File: src/rtl/pipe_hazard_ctrl.sv
// Pipeline hazard controller: operand forwarding select, load-use / full interlock,
// multiply/divide occupancy tracking, branch flush and a saturating stall counter.
module pipe_hazard_ctrl #(
   parameter int RW         = 5,
   parameter int FWD_EN     = 1,
   parameter int MD_LAT     = 4,
   parameter int DELAY_SLOT = 1,
   parameter int SCW        = 16
) (
   input  logic          clock,
   input  logic          reset,
   input  logic [RW-1:0] rs,
   input  logic [RW-1:0] rt,
   input  logic          use_rs,
   input  logic          use_rt,
   input  logic [RW-1:0] ern,
   input  logic [RW-1:0] mrn,
   input  logic          ewreg,
   input  logic          em2reg,
   input  logic          mwreg,
   input  logic          mm2reg,
   input  logic          md_start,
   input  logic          md_read,
   input  logic          br_taken,
   output logic          wpcir,
   output logic          bubble,
   output logic          flush_d,
   output logic [1:0]    fwda,
   output logic [1:0]    fwdb,
   output logic          md_busy,
   output logic          md_done,
   output logic [SCW-1:0] stall_cnt
);

   typedef enum logic [1:0] {IDLE, BUSY, DONE} md_state_t;

   localparam logic [3:0] LAT_M1 = 4'(MD_LAT - 1);

   md_state_t  state;
   logic [3:0] cnt;

   logic ex_rs, ex_rt, mem_rs, mem_rt;
   logic data_hazard, md_hazard, stall, accept;

   // A zero destination is never a real producer, so it can never match.
   assign ex_rs  = use_rs & ewreg & (ern != '0) & (ern == rs);
   assign ex_rt  = use_rt & ewreg & (ern != '0) & (ern == rt);
   assign mem_rs = use_rs & mwreg & (mrn != '0) & (mrn == rs);
   assign mem_rt = use_rt & mwreg & (mrn != '0) & (mrn == rt);

   always_comb begin
      fwda = 2'b00;
      fwdb = 2'b00;
      if (FWD_EN != 0) begin
         if (ex_rs && !em2reg)       fwda = 2'b01;
         else if (mem_rs && !mm2reg) fwda = 2'b10;
         else if (mem_rs && mm2reg)  fwda = 2'b11;
         if (ex_rt && !em2reg)       fwdb = 2'b01;
         else if (mem_rt && !mm2reg) fwdb = 2'b10;
         else if (mem_rt && mm2reg)  fwdb = 2'b11;
      end
   end

   always_comb begin
      if (FWD_EN != 0) data_hazard = (ex_rs | ex_rt) & em2reg;
      else             data_hazard = ex_rs | ex_rt | mem_rs | mem_rt;
   end

   // md_busy is low in DONE, so a result that is ready this cycle never stalls.
   assign md_hazard = md_busy & (md_start | md_read);
   assign stall     = data_hazard | md_hazard;
   assign wpcir     = ~stall;
   assign bubble    = stall;
   assign flush_d   = (DELAY_SLOT == 0) & br_taken & ~stall;
   assign accept    = md_start & ~stall & (state != BUSY);

   always_ff @(posedge clock) begin
      if (reset) begin
         state     <= IDLE;
         cnt       <= '0;
         md_busy   <= 1'b0;
         md_done   <= 1'b0;
         stall_cnt <= '0;
      end else begin
         md_busy <= 1'b0;
         md_done <= 1'b0;
         case (state)
            IDLE: begin
               if (accept) begin
                  state   <= BUSY;
                  cnt     <= LAT_M1;
                  md_busy <= 1'b1;
               end
            end
            BUSY: begin
               cnt <= cnt - 4'd1;
               if (cnt == 4'd1) begin
                  state   <= DONE;
                  md_done <= 1'b1;
               end else begin
                  md_busy <= 1'b1;
               end
            end
            DONE: begin
               if (accept) begin
                  state   <= BUSY;
                  cnt     <= LAT_M1;
                  md_busy <= 1'b1;
               end else begin
                  state <= IDLE;
               end
            end
            default: state <= IDLE;
         endcase
         if (stall && (stall_cnt != '1))
            stall_cnt <= stall_cnt + 1'b1;
      end
   end

endmodule

File: config.mk
export PLATFORM = sky130hd
export DESIGN_NAME = pipe_hazard_ctrl
export DESIGN_NICKNAME = d
export VERILOG_FILES = /design/src/rtl/pipe_hazard_ctrl.sv
export SDC_FILE = /design/constraint.sdc
export NUM_CORES = 1
export LEC_CHECK = 0
export BUFFER_PORTS_ARGS = -buffer_cell sky130_fd_sc_hd__buf_2
export CAP_MARGIN = 20
export CORE_MARGIN = 8
export CORE_UTILIZATION = 49
export CTS_CLUSTER_SIZE = 25
export DETAILED_ROUTE_END_ITERATION = 10
export GPL_TIMING_DRIVEN = 0
export PLACE_DENSITY = 0.8
export SYNTH_ARGS = -nofsm -noshare
export SYNTH_HDL_FRONTEND = slang
export SYNTH_SLANG_ARGS = --single-unit
File: constraint.sdc
create_clock -name clock -period 2.6 [get_ports clock]
set_clock_uncertainty 0.1 [all_clocks]
set_input_delay 0.65 -clock clock [delete_from_list [all_inputs] [get_ports clock]]
set_output_delay 0.65 -clock clock [all_outputs]
set_load 0.005 [all_outputs]
==> Word-level counts from Yosys, hierarchy flattened <==
Cells that the tools add are included.
{ "classes": {"bitwise_logic": 21, "reduce_logical": 17, "eq_ne": 12, "addsub": 2, "mux": 16} }
{ "ops": {"columns": ["cell", "count"], "rows": [
  ["equality test 5 bit", 4],
  ["adder 16 x 1 -> 16 bit (second input constant)", 1],
  ["AND 1 bit", 16],
  ["2-to-1 mux 2 bit", 8],
  ["!= test 16 bit (second input constant)", 1],
  ["nonzero test 5 bit", 2],
  ["one-hot mux 4 bit (2 select lines)", 1],
  ["logical AND 1 bit", 7],
  ["one-hot mux 2 bit (3 select lines)", 1],
  ["equality test 4 x 1 -> 1 bit (second input constant)", 1],
  ["2-to-1 mux 1 bit", 4],
  ["2-to-1 mux 4 bit", 1],
  ["!= test 2 x 1 -> 1 bit (second input constant)", 2],
  ["!= test 2 bit (second input constant)", 2],
  ["AND reduction 2 bit", 2],
  ["OR reduction 2 bit", 2],
  ["subtractor 4 x 1 -> 4 bit (second input constant)", 1],
  ["bitwise OR 1 bit", 3],
  ["equality test 2 x 1 -> 1 bit (second input constant)", 1],
  ["equality test 2 bit (second input constant)", 1],
  ["zero test 1 bit", 2],
  ["zero test 2 bit", 1],
  ["inverter 1 bit", 2],
  ["one-hot mux 1 bit (2 select lines)", 1],
  ["nonzero test 2 bit", 1]
]} }
{ "totals": {"output_inout_bits": 25, "in_bits": 31, "regBits": 24} }

==> Logic depth before layout (Yosys ltp) <==
Gate-level depths: netlist of the first run.
{ "logic_depth": {"ltp_word": 11, "depth_mapped": 11, "ltp_nobuf": 8} }

==> Worst setup path after synthesis of the first run <==
Ideal clock, no wire load.
{ "synth_timing": {"path_kind": "input to output", "start": "input port ern[0]", "end": "output port wpcir", "path_buffers": 0, "stages": 5, "t_required_ps": 1850, "arrival_ps": 1719, "slack_ps": 131, "path_cell_list": "or4_1 > o211ai_1 > o21bai_1 > nand2_1 > inv_1"} }
{ "synth_between": {"elab_chain_len": 7} }
{ "synth_rtl": {"columns": ["element", "line_no", "text"], "rows": [
  ["start, declared", "16", "input logic [RW-1:0] ern,"],
  ["nonzero test 5 bit", "46, 47", null],
  ["AND 1 bit (on tied branches) (2 in series)", "46, 47", null],
  ["bitwise OR 1 bit (*)", null, null],
  ["AND 1 bit (*)", "65", "if (FWD_EN != 0) data_hazard = (ex_rs | ex_rt) & em2reg;"],
  ["bitwise OR 1 bit (*)", "71", "assign stall = data_hazard | md_hazard;"],
  ["named net bubble", "26", "output logic bubble,"],
  ["inverter 1 bit (*)", "72", "assign wpcir = ~stall;"],
  ["end, declared", "25", "output logic wpcir,"]
]} }
Mark *: on every way through the listed nets, which the timed path passes. The rest lies on a longest branch.

==> Worst setup path after layout of the first run <==
{ "layout_timing": {"start": "input port ern[3]", "end": "output port wpcir"} }
{ "layout_between": {"elab_chain_len": 7} }
{ "layout_rtl": {"columns": ["element", "line_no"], "rows": [
  ["nonzero test 5 bit", "46, 47"],
  ["AND 1 bit (on tied branches) (2 in series)", "46, 47"],
  ["bitwise OR 1 bit (*)", null],
  ["AND 1 bit (*)", "65"],
  ["bitwise OR 1 bit (*)", "71"],
  ["inverter 1 bit (*)", "72"]
]} }
Mark *: on every way between the ends. The rest lies on a longest branch, timed or not.

==> results.md, run 1 <==
- Sequential area share after synthesis: 32.1%
- Yosys reg bits: 24
- Final max-slew violation count: 0
- Clk Latency, worst-skew pair: 0.31 ns
- Die Span X: 71.2 um
- DP Wirelength: roughly 3000 um
- Max Buffers Root-to-Sink: 2
- First-pass GRT wire length: 6580 um
- Die Area: 5080 sq um
- Drt first-iter violations: 57
- Worst R2R End: stall_cnt[7]$_SDFFE_PP0P_
- F_max: 0.367 GHz
- HP Class: register to register
- Starting density of the core: 50.2%
- Hold-fix buffers, CTS: 0
- Crit end category: primary output
- Slew HR: 46.8%
- Post-route DRC violation count: 0
- Flop2flop setup slack: 0.24 ns
- Area growth syn-to-layout: 38.1%
- Via count: 1,584
- Wire length per cell: 14.8 um
- I/O Buffers: 52
- Die height: 71.2 um
- Count of final hold-check violations: 0
- Failing checks: setup timing
- WP data arrival: about 2.0 ns
- Core area: 2980 sq um
- Setup TNS: -0.302 ns
- R2R cell count: 11
- FFs w/ async S/R, synth: 0%
- Rows: 20
- Cells after synthesis: 180
- Static Leak: between 0.8 and 0.9 nW
- Root Driver: clkbuf_4
- RSZ-0062 raised after global routing: true
- Worst Setup Start Kind: input port
- Design Area, Final: 2060 sq um
- H-tree levels: 1
- Number of fill cells: around 240
- Vias per cell: 5.62
- Post-synth EDFFs: 0
- Remaining Overflow, GRT: 0
- CTS tree: done
- CP required: 1.85 ns
- Power Density: around 400 nW/um^2
- Origin of the worst setup path: ern[3]
- Final setup fails: 6
- Syn avg cell area: 8.31 sq um
- YS warnings: 0
- Vias in the first global route: 1,496
- Final ANT Viol Nets: 0
- Clk sinks: 24
- Status: complete, but fails checks
- Reg clk slew, reported paths: 0.13 ns
- Fin util: 69.3%
- WS Path Type: input port to primary output
- N_diodes: 0
- Fin crit period: approximately 2.7 ns
- Hold_ws: 0.410 ns
- Initial antenna violation count: 0
- Total GRT Usage: 15.2%
- Max Cap Viol: 0
- Mapped Area: ~1500 sq um
- Number of distinct library cells after synthesis: 40
- Crit path capture: wpcir
- Tcrit/Tclk final: 105%
- VDD IR max: 0.336 mV
- Final WL: 4180 um
- Synth Net Count: 214
- Number of placed I/O pins: 56
- Predominant post-synthesis flop cell: dfxtp_1
- Worst slew pin tran: 0.790 ns
- Fin worst setup slack: -0.122 ns
- Placed cell area: 1800 sq um
- Share of cells above drive strength 1: 38.2%
- Global placement routability congestion: between 0.8 and 0.9
- Nets: 284
- Reg-to-Reg Start: stall_cnt[0]$_SDFFE_PP0P_
- Largest net degree at the start of global routing: 14
- DR pass1 iterations: 4
- CP max FO: 4
- Num CTS Buffers: 3
==> worst max-delay path, stage by stage <==
cell and delay, ns:
buf_8 0.09, or4_4 0.54, o211ai_1 0.25, o21bai_4 0.19, nand2_4 0.08, inv_2 0.08, buf_6 0.09
==> cells in the final DEF, fill, tap and decap left out, types with 2 or more instances in the layout <==
master	netlist	final
a21o_1	2	2
a21oi_1	13	12
and4_1	2	2
buf_2	1	50
buf_4	2	14
buf_6	2	5
clkbuf_1	3	3
clkbuf_4	0	3
dfxtp_1	24	24
ha_1	3	3
inv_1	7	6
nand2_1	12	11
nand3_1	9	8
nand4_1	5	5
nor2_1	11	11
nor2b_1	2	2
nor3_1	6	5
nor3_2	3	2
nor3_4	0	2
nor4_1	5	5
o21ai_0	8	6
o21ba_2	3	3
o31a_1	3	3
o31ai_1	4	4
or3_1	4	4
or4_1	7	5
or4_4	0	2
xnor2_1	8	8
xor2_1	15	15
==> power breakdown <==
group,switching [mW],internal [mW],total (mW)
clock network,0.112,0.0856,0.197
registers,0.0128,0.384,0.397
logic,0.118,0.104,0.223
==> sequential cells by signal, summed over array words and instances, names as in the netlist <==
name       cells
stall_cnt     16
cnt            4
state          2
md_busy        1
md_done        1
==> worst min-delay path by stage <==
| stage | slack (ns) | cells past startpoint | startpoint | end |
|---|---|---|---|---|
| floorplan | 0.37 | 2 | cnt[3]$_SDFFE_PP0P_ | cnt[3]$_SDFFE_PP0P_ |
| global placement | 0.38 | 2 | stall_cnt[15]$_SDFFE_PP0P_ | stall_cnt[15]$_SDFFE_PP0P_ |
| detailed placement | 0.39 | 2 | stall_cnt[15]$_SDFFE_PP0P_ | stall_cnt[15]$_SDFFE_PP0P_ |
| CTS | 0.41 | 2 | stall_cnt[15]$_SDFFE_PP0P_ | stall_cnt[15]$_SDFFE_PP0P_ |
| global route | 0.45 | 2 | stall_cnt[15]$_SDFFE_PP0P_ | stall_cnt[15]$_SDFFE_PP0P_ |
| finish | 0.41 | 2 | stall_cnt[15]$_SDFFE_PP0P_ | stall_cnt[15]$_SDFFE_PP0P_ |
==> cell families (layout without fill, tap and decap cells) <==
logic type | after synthesis | after routing | share of synthesized area (%)
simple gates | 71 | 71 | 26.4
mux | 2 | 2 | 1.67
compound gates | 41 | 41 | 18.2
flops | 24 | 24 | 32.1
buf+inv | 15 | 84 | 5.36
xor+xnor | 23 | 23 | 13.5
fa+ha+maj | 3 | 3 | 2.51
other cells | 1 | 1 | 0.251
==> cell usage after synthesis, types with 6 or more instances <==
cell type  number  area (sq um)
o21ai_0         8          40.0
xor2_1         15           131
xnor2_1         8          70.1
inv_1           7          26.3
nor2_1         11          41.3
a21oi_1        13          65.1
nand3_1         9          45.0
or4_1           7          52.6
nor3_1          6          30.0
nand2_1        12          45.0
dfxtp_1        24           480
==> stage by stage <==
| step | instances | power, mW | setup slack (ns) |
|---|---|---|---|
| final | 282 | 0.816 | -0.122 |
| after global routing | 282 | 0.863 | -0.183 |
| after CTS | 280 | 0.791 | -0.125 |
| after detailed placement | 265 | 0.579 | -0.243 |
| after global placement | 265 | 0.575 | -0.239 |
| after floorplan | 180 | 0.513 | 0.131 |
==> cell type report <==
| class | instances | area, sq um | area share [%] |
|---|---|---|---|
| timing repair buffer | 65 | 384 | 18.6 |
| clock buffer | 4 | 36.3 | 1.76 |
| buffer | 8 | 53.8 | 2.61 |
| inverter | 7 | 26.3 | 1.27 |
| tap | 33 | 41.3 | 2.00 |
| sequential | 24 | 480 | 23.3 |
| multi-input combinational | 141 | 1040 | 50.5 |
==> metal layers <==
| metal | part of all wire [%] | up-vias | GRT usage [%] | wire length, um |
|---|---|---|---|---|
| met5 | 0 | - | 0 | 0 |
| met1 | 43 | 723 | 18.5 | 1810 |
| met3 | 7.8 | 8 | 3.91 | 327 |
| met2 | 47 | 59 | 25.6 | 1970 |
| li1 | - | 794 | - | - |
| met4 | 1.6 | 0 | 4.16 | 66 |
==> what timing repair did <==
action,in CTS,in global routing
pin swaps,4,7
resized for setup,10,19
buffers inserted,11,3
endpoints found under the hold margin,0,0
setup endpoints to repair,6,16
Power figures use the tool's default switching activity.
==> run 2: changes to the inputs <==
--- a/config.mk
+++ b/config.mk
@@ -5,10 +5,11 @@
 export SDC_FILE = /design/constraint.sdc
 export NUM_CORES = 1
 export LEC_CHECK = 0
+export ABC_AREA = 1
 export BUFFER_PORTS_ARGS = -buffer_cell sky130_fd_sc_hd__buf_2
 export CAP_MARGIN = 20
 export CORE_MARGIN = 8
-export CORE_UTILIZATION = 49
+export CORE_UTILIZATION = 51
 export CTS_CLUSTER_SIZE = 25
 export DETAILED_ROUTE_END_ITERATION = 10
 export GPL_TIMING_DRIVEN = 0
==> run 2 against run 1 <==
Compared with the run above: the flow now finishes without violations; final area up 3.7%; critical path depth increased by 2; setup slack gained 0.26 ns; power is 6.7% higher; maximum frequency is 10% higher; die area increased by 8.9%; cell count is 34% higher; clock power rose by 41%; worst hold slack worse by 0.0046 ns; critical endpoint is now fwda[0]; highest routed layer unchanged.
==> results.md, run 2 <==
- Via count: 1,876
- Top Registers: stall_cnt: 16 flops, cnt: 4 flops, state: 2 flops
- Design Area, Final: 2140 sq um
- Met3 usage in global routing: 4.18%
- DR pass1 iterations: 5
- CP max FO: 3
- Clk sinks: 24
- Post-route DRC violation count: 0
- Synth area leaders: dfxtp_1 28%, nand2_1 16%, nand3_1 10%
- Crit end category: primary output
- Pwr Total: between 800 and 900 uW
- Initial antenna violation count: 0
- Mapped Area: 1740 sq um
- N_diodes: 0
- Worst Setup Start Kind: input port
- Final ANT Viol Nets: 0
- Switching power total: 248 uW
- Die Area: 5530 sq um
- FFs w/ async S/R, synth: 0%
- Tcrit/Tclk final: 94.8%
- First-pass GRT wire length: approximately 7300 um
- RSZ-0062 raised after global routing: false
- Number of distinct library cells after synthesis: 29
- Synth area leader: dfxtp_1
- I/O Buffers: 52
- Vias in the first global route: 1,717
- Share of cells above drive strength 1: between 20% and 30%
- WP data arrival: 1.71 ns
- Comb pwr share: roughly 23%
- F_max: between 0.4 and 0.5 GHz
- Die height: 74.3 um
- DP Wirelength: 3510 um
- H-tree levels: 1
- Post-synth EDFFs: 0
- Drt first-iter violations: 101
- Rows: 21
- Largest register by flop count: stall_cnt
- Core area: 3310 sq um
- CTS tree: done
- Crit path cell chain: buf_2 -> inv_1 -> o21ai_0 -> a221oi_1 -> nand2_1 -> nor3_1 -> nand2_1 -> nand2_1 -> buf_2
- YS warnings: 0
- Routing usage on met1: 19.7%
- Syn avg cell area: 6.40 sq um
- Number of placed I/O pins: 56
- Predominant post-synthesis flop cell: dfxtp_1
- Power Density: 407 nW/um^2
- Final max-slew violation count: 0
- Wire length per cell: 11.7 um
- Sequential area share after synthesis: between 20% and 30%
- Count of final hold-check violations: 0
- Clk Latency, worst-skew pair: 0.33 ns
- Worst path slowest cell: nor3_1
- Vias per cell: 4.98
- Remaining Overflow, GRT: 0
- Final setup fails: 0
- Cell mode on critical path: nand2_1
- Global placement routability congestion: 0.893
- Max Cap Viol: 0
- Clock network fraction of total power: 31.8%
- HP Class: register to register
- Top-area cell type share of the netlist area: 27.7%
- Final Non-Filler Cells: 377
- Status: complete, no violations
- Slew HR: 56.2%
- Dominant cell by count in the synthesized netlist: nand2_1
- Largest net degree at the start of global routing: 19
- Nets: about 370
- Num CTS Buffers: 3
- Synth Net Count: 305
- Worst slew pin tran: 0.657 ns
- Synth cell count leaders: 75 x nand2_1, 40 x inv_1, 35 x nand3_1
- Most common cell after layout, fill and taps aside: nand2_1
- Largest register FFs: 16
- Reg clk slew, reported paths: roughly 0.13 ns
- Static Leak: roughly 1.1 nW
- Fin crit period: roughly 2.5 ns
- CP max stage delay: approximately 0.25 ns
- Net Sw Frac: 28.5%
- Inst Count DP: 369
- Total GRT Usage: 16.5%
- Sequential power share: 45.3%
- Power Internal: between 600 and 700 uW
- Grt peak-use layer: met2
- Max Buffers Root-to-Sink: 2
- WS Path Type: input port to primary output
- CP required: between 1.5 and 2 ns
- Root Driver: clkbuf_4
- VDD IR max: 0.264 mV
- Highest-count cells in the layout ignoring fill and taps: 75 x nand2_1, 53 x buf_2, 40 x inv_1, 35 x nand3_1, 24 x dfxtp_1
- Met2 usage: 27.7%
- Cells after synthesis: 271
- Placed cell area: 2050 sq um
- Yosys reg bits: 24
- Starting density of the core: 52.4%
- Final WL: roughly 4400 um
- Die Span X: 74.3 um
- Area growth syn-to-layout: 23.4%
run 2: per-stage QoR:
step / util (%) / hold WS, ns / TNS, ns / worst slack [ns]
2_1_floorplan: - / 0.360 / 0 / 0.345
3_5_place_dp: 62.0 / 0.385 / -0.0695 / -0.0535
6_report: 64.7 / 0.405 / 0 / 0.136
3_3_place_gp: 62.0 / 0.375 / -0.0659 / -0.0512
5_1_grt: 64.7 / 0.426 / 0 / 0.0166
4_1_cts: 63.5 / 0.404 / 0 / 0.0909
run 2: kinds of logic after synthesis:
family | synth area share (%)
adders and majority gates | 2.16
and+or+nand+nor | 38.2
buffers and inverters | 11.1
other | 0.216
xor gates and xnor gates | 8.07
AOI/OAI and AO/OA | 12.5
DFF | 27.7
run 2: power by group through the flow:
stage | Sequential, mW | Combinational (mW) | Clock [mW]
finish | 0.395 | 0.199 | 0.277
global placement | 0.402 | 0.184 | 0
floorplan | 0.402 | 0.121 | 0
detailed placement | 0.403 | 0.187 | 0
CTS | 0.395 | 0.187 | 0.279
global route | 0.397 | 0.226 | 0.292
run 2: worst paths after layout:
kind	startpoint	endpoint	slack, ns	cells after the start
setup / recovery	rs[3]	fwda[0]	0.14	9
hold / removal	stall_cnt[11]$_SDFFE_PP0P_	stall_cnt[11]$_SDFFE_PP0P_	0.41	2
setup reg to reg	stall_cnt[0]$_SDFFE_PP0P_	stall_cnt[9]$_SDFFE_PP0P_	0.61	9
hold reg to reg	stall_cnt[11]$_SDFFE_PP0P_	stall_cnt[11]$_SDFFE_PP0P_	0.41	2
run 2: final cells by class:
cell class,instances,area (sq um)
Multi-Input combinational cell,200,1070
Buffer,5,31.3
Clock inverter,1,30.0
Fill cell,345,1170
Timing Repair Buffer,57,298
Tap cell,46,57.6
Sequential cell,24,480
Clock buffer,3,22.5
Inverter,41,154
run 2: routing by layer:
layer	vias up	share of wire (%)
li1	988	-
met1	817	44
met2	64	45
met3	7	8.7
met4	0	1.7
met5	-	0
run 2: repair_timing:
item | CTS | global route
setup endpoints to repair | 2 | 2
buffers inserted | 0 | 5
cloned | 0 | 0
hold buffers | 0 | 0
gates resized for setup | 1 | 0
run 2: worst max-delay path, delay by kind of cell:
kind                   cells  cell delay [ns]
buffers and inverters      3             0.31
and+or+nand+nor            4             0.46
AOI/OAI and AO/OA          2             0.29
==> run 3: changes to the inputs <==
--- a/config.mk
+++ b/config.mk
@@ -9,11 +9,11 @@
 export BUFFER_PORTS_ARGS = -buffer_cell sky130_fd_sc_hd__buf_2
 export CAP_MARGIN = 20
 export CORE_MARGIN = 8
-export CORE_UTILIZATION = 51
+export CORE_UTILIZATION = 43
 export CTS_CLUSTER_SIZE = 25
 export DETAILED_ROUTE_END_ITERATION = 10
 export GPL_TIMING_DRIVEN = 0
-export PLACE_DENSITY = 0.8
+export PLACE_DENSITY = 0.69
 export SYNTH_ARGS = -nofsm -noshare
 export SYNTH_HDL_FRONTEND = slang
 export SYNTH_SLANG_ARGS = --single-unit
==> run 3 against run 2 <==
Compared with the run above: worst hold slack got worse by 0.023 ns; via count is 0.91% lower; maximum frequency fell by 0.55%; setup slack lost 0.014 ns; wire length grew 1.7%; global-route usage down 2.4 points; utilization is 9.4 points lower; critical path depth decreased by 1; final area increased by 1.7%; sequential cell count stayed put; first-iteration DRC count fell by 23%; power increased by 6.3%.
==> results.md, run 3 (synthesis gave the netlist of run 2 again) <==
- Via count: 1,859
- RSZ-0062 raised after global routing: false
- Worst slew pin tran: between 0.6 and 0.7 ns
- Final setup fails: 0
- Global placement routability congestion: 0.913
- Initial antenna violation count: 0
- DR pass1 iterations: 6
- Slew HR: 55.6%
- Count of final hold-check violations: 0
- Largest net degree at the start of global routing: 19
- CP max stage delay: 0.46 ns
- Flop2flop setup slack: between 0.6 and 0.7 ns
- Setup TNS: 0 ns
- Clk Latency, worst-skew pair: approximately 0.27 ns
- Die height: 79.5 um
- Root Driver: clkbuf_8
- Num CTS Buffers: 3
- VDD IR max: ~0.31 mV
- Worst Setup Start Kind: input port
- Share of cells above drive strength 1: 25.3%
- Max Cap Viol: 0
- Vias per cell: ~5
- WP data arrival: 1.73 ns
- Pre-CTS WS: -0.0701 ns
- Number of placed I/O pins: 56
- Die Area: 6330 sq um
- Cell mode on critical path: nand2_1
- F_max: about 0.40 GHz
- H-tree levels: 1
- Drt first-iter violations: 78
- Die Span X: 79.5 um
- Tcrit/Tclk final: 95.3%
- CTS tree: done
- Power Density: approximately 430 nW/um^2
- Final ANT Viol Nets: 0
- Final max-slew violation count: 0
- Largest register by flop count: stall_cnt
- Crit path buffers/inverters: 3
- Post-route DRC violation count: 0
- Crit-path leading delay family: simple AND/OR/NAND/NOR gates
- Total GRT Usage: 14.1%
- Status: complete, no violations
- Nets: 367
- Highest-count cells in the layout ignoring fill and taps: 75 x nand2_1, 53 x buf_2, 40 x inv_1, 35 x nand3_1, 24 x dfxtp_1
- Crit path cell chain: buf_2 -> inv_1 -> nand2_1 -> o2111ai_1 -> nor4_1 -> nand2_1 -> nand2_1 -> buf_2
- Area growth syn-to-layout: 25.5%
- WS Path Type: input port to primary output
- Final WL: between 4000 and 5000 um
- Starting density of the core: 44.0%
- Clk sinks: 24
- Design Area, Final: roughly 2200 sq um
- N_diodes: 0
- Max Buffers Root-to-Sink: 2
- First-pass GRT wire length: 7520 um
- CP max FO: 4
- DP Wirelength: 3570 um
- Hold_ws: ~0.38 ns
- Core area: 3940 sq um
- Static Leak: 1.10 nW
- CP required: approximately 1.9 ns
- Rows: 23
- Most common cell after layout, fill and taps aside: nand2_1
- Wire length per cell: 11.8 um
- Worst path slowest cell: nor4_1
- Fin worst setup slack: 0.122 ns
- HP Class: register to register
- Top Registers: stall_cnt: 16 flops, cnt: 4 flops, state: 2 flops
- Reg clk slew, reported paths: 0.09 ns
- Pwr Total: 926 uW
- Remaining Overflow, GRT: 0
- Placed cell area: 2060 sq um
- Largest register FFs: 16
- Fin crit period: 2.48 ns
- Vias in the first global route: between 1,500 and 2,000
- I/O Buffers: between 50 and 60
- Crit end category: primary output
-- run 3: cell count changes in the layout (fill, tap and decap cells not counted), sizes merged --
cell,before,now
buf,60,61
-- run 3: path summary, 6_finish.rpt --
kind | start | endpoint | depth (start not counted)
max | mrn[4] | fwdb[0] | 8
min | cnt[3]$_SDFFE_PP0P_ | cnt[3]$_SDFFE_PP0P_ | 2
max reg2reg | stall_cnt[0]$_SDFFE_PP0P_ | stall_cnt[10]$_SDFFE_PP0P_ | 9
min reg2reg | cnt[3]$_SDFFE_PP0P_ | cnt[3]$_SDFFE_PP0P_ | 2
-- run 3: power breakdown --
group	switching, mW	internal (mW)	leakage (nW)
registers	0.0104	0.384	0.195
clock network	0.125	0.206	0.0357
logic	0.117	0.0839	0.873
-- run 3: through the flow --
| stage | util, % | std cells |
|---|---|---|
| 2_1_floorplan | - | 271 |
| 3_3_place_gp | 52.2 | 373 |
| 3_5_place_dp | 52.2 | 373 |
| 4_1_cts | 54.0 | 376 |
| 5_1_grt | 55.2 | 382 |
| 6_report | 55.2 | 382 |
-- run 3: routing by layer --
layer  wire, um  GRT usage (%)  up-vias  part of all wire (%)
li1           -              -      992                     -
met1       2150           17.5      822                    48
met2       2050           23.7       41                    46
met3        267           3.27        4                   5.9
met4         35           3.70        0                  0.78
met5          0              0        -                     0
-- run 3: worst min-delay path: cells and delay by family, from the launching register on --
kind / cells / cell delay (ns)
AO/OA/AOI/OAI: 1 / 0.05
flip-flops: 1 / 0.32
AND/OR/NAND/NOR: 1 / 0.07
-- run 3: timing repair --
item | in CTS | in global routing
setup buffers | 0 | 6
hold buffers | 0 | 0
setup endpoints to repair | 2 | 3
resized for setup | 1 | 1
-- run 3: area by class of cell --
cell class	count	area, sq um
Buffer	5	31.3
Inverter	41	154
Fill cell	400	1770
Clock buffer	3	41.3
Clock inverter	1	30.0
Tap cell	50	62.6
Sequential cell	24	480
Timing Repair Buffer	58	305
Multi-Input combinational cell	200	1070
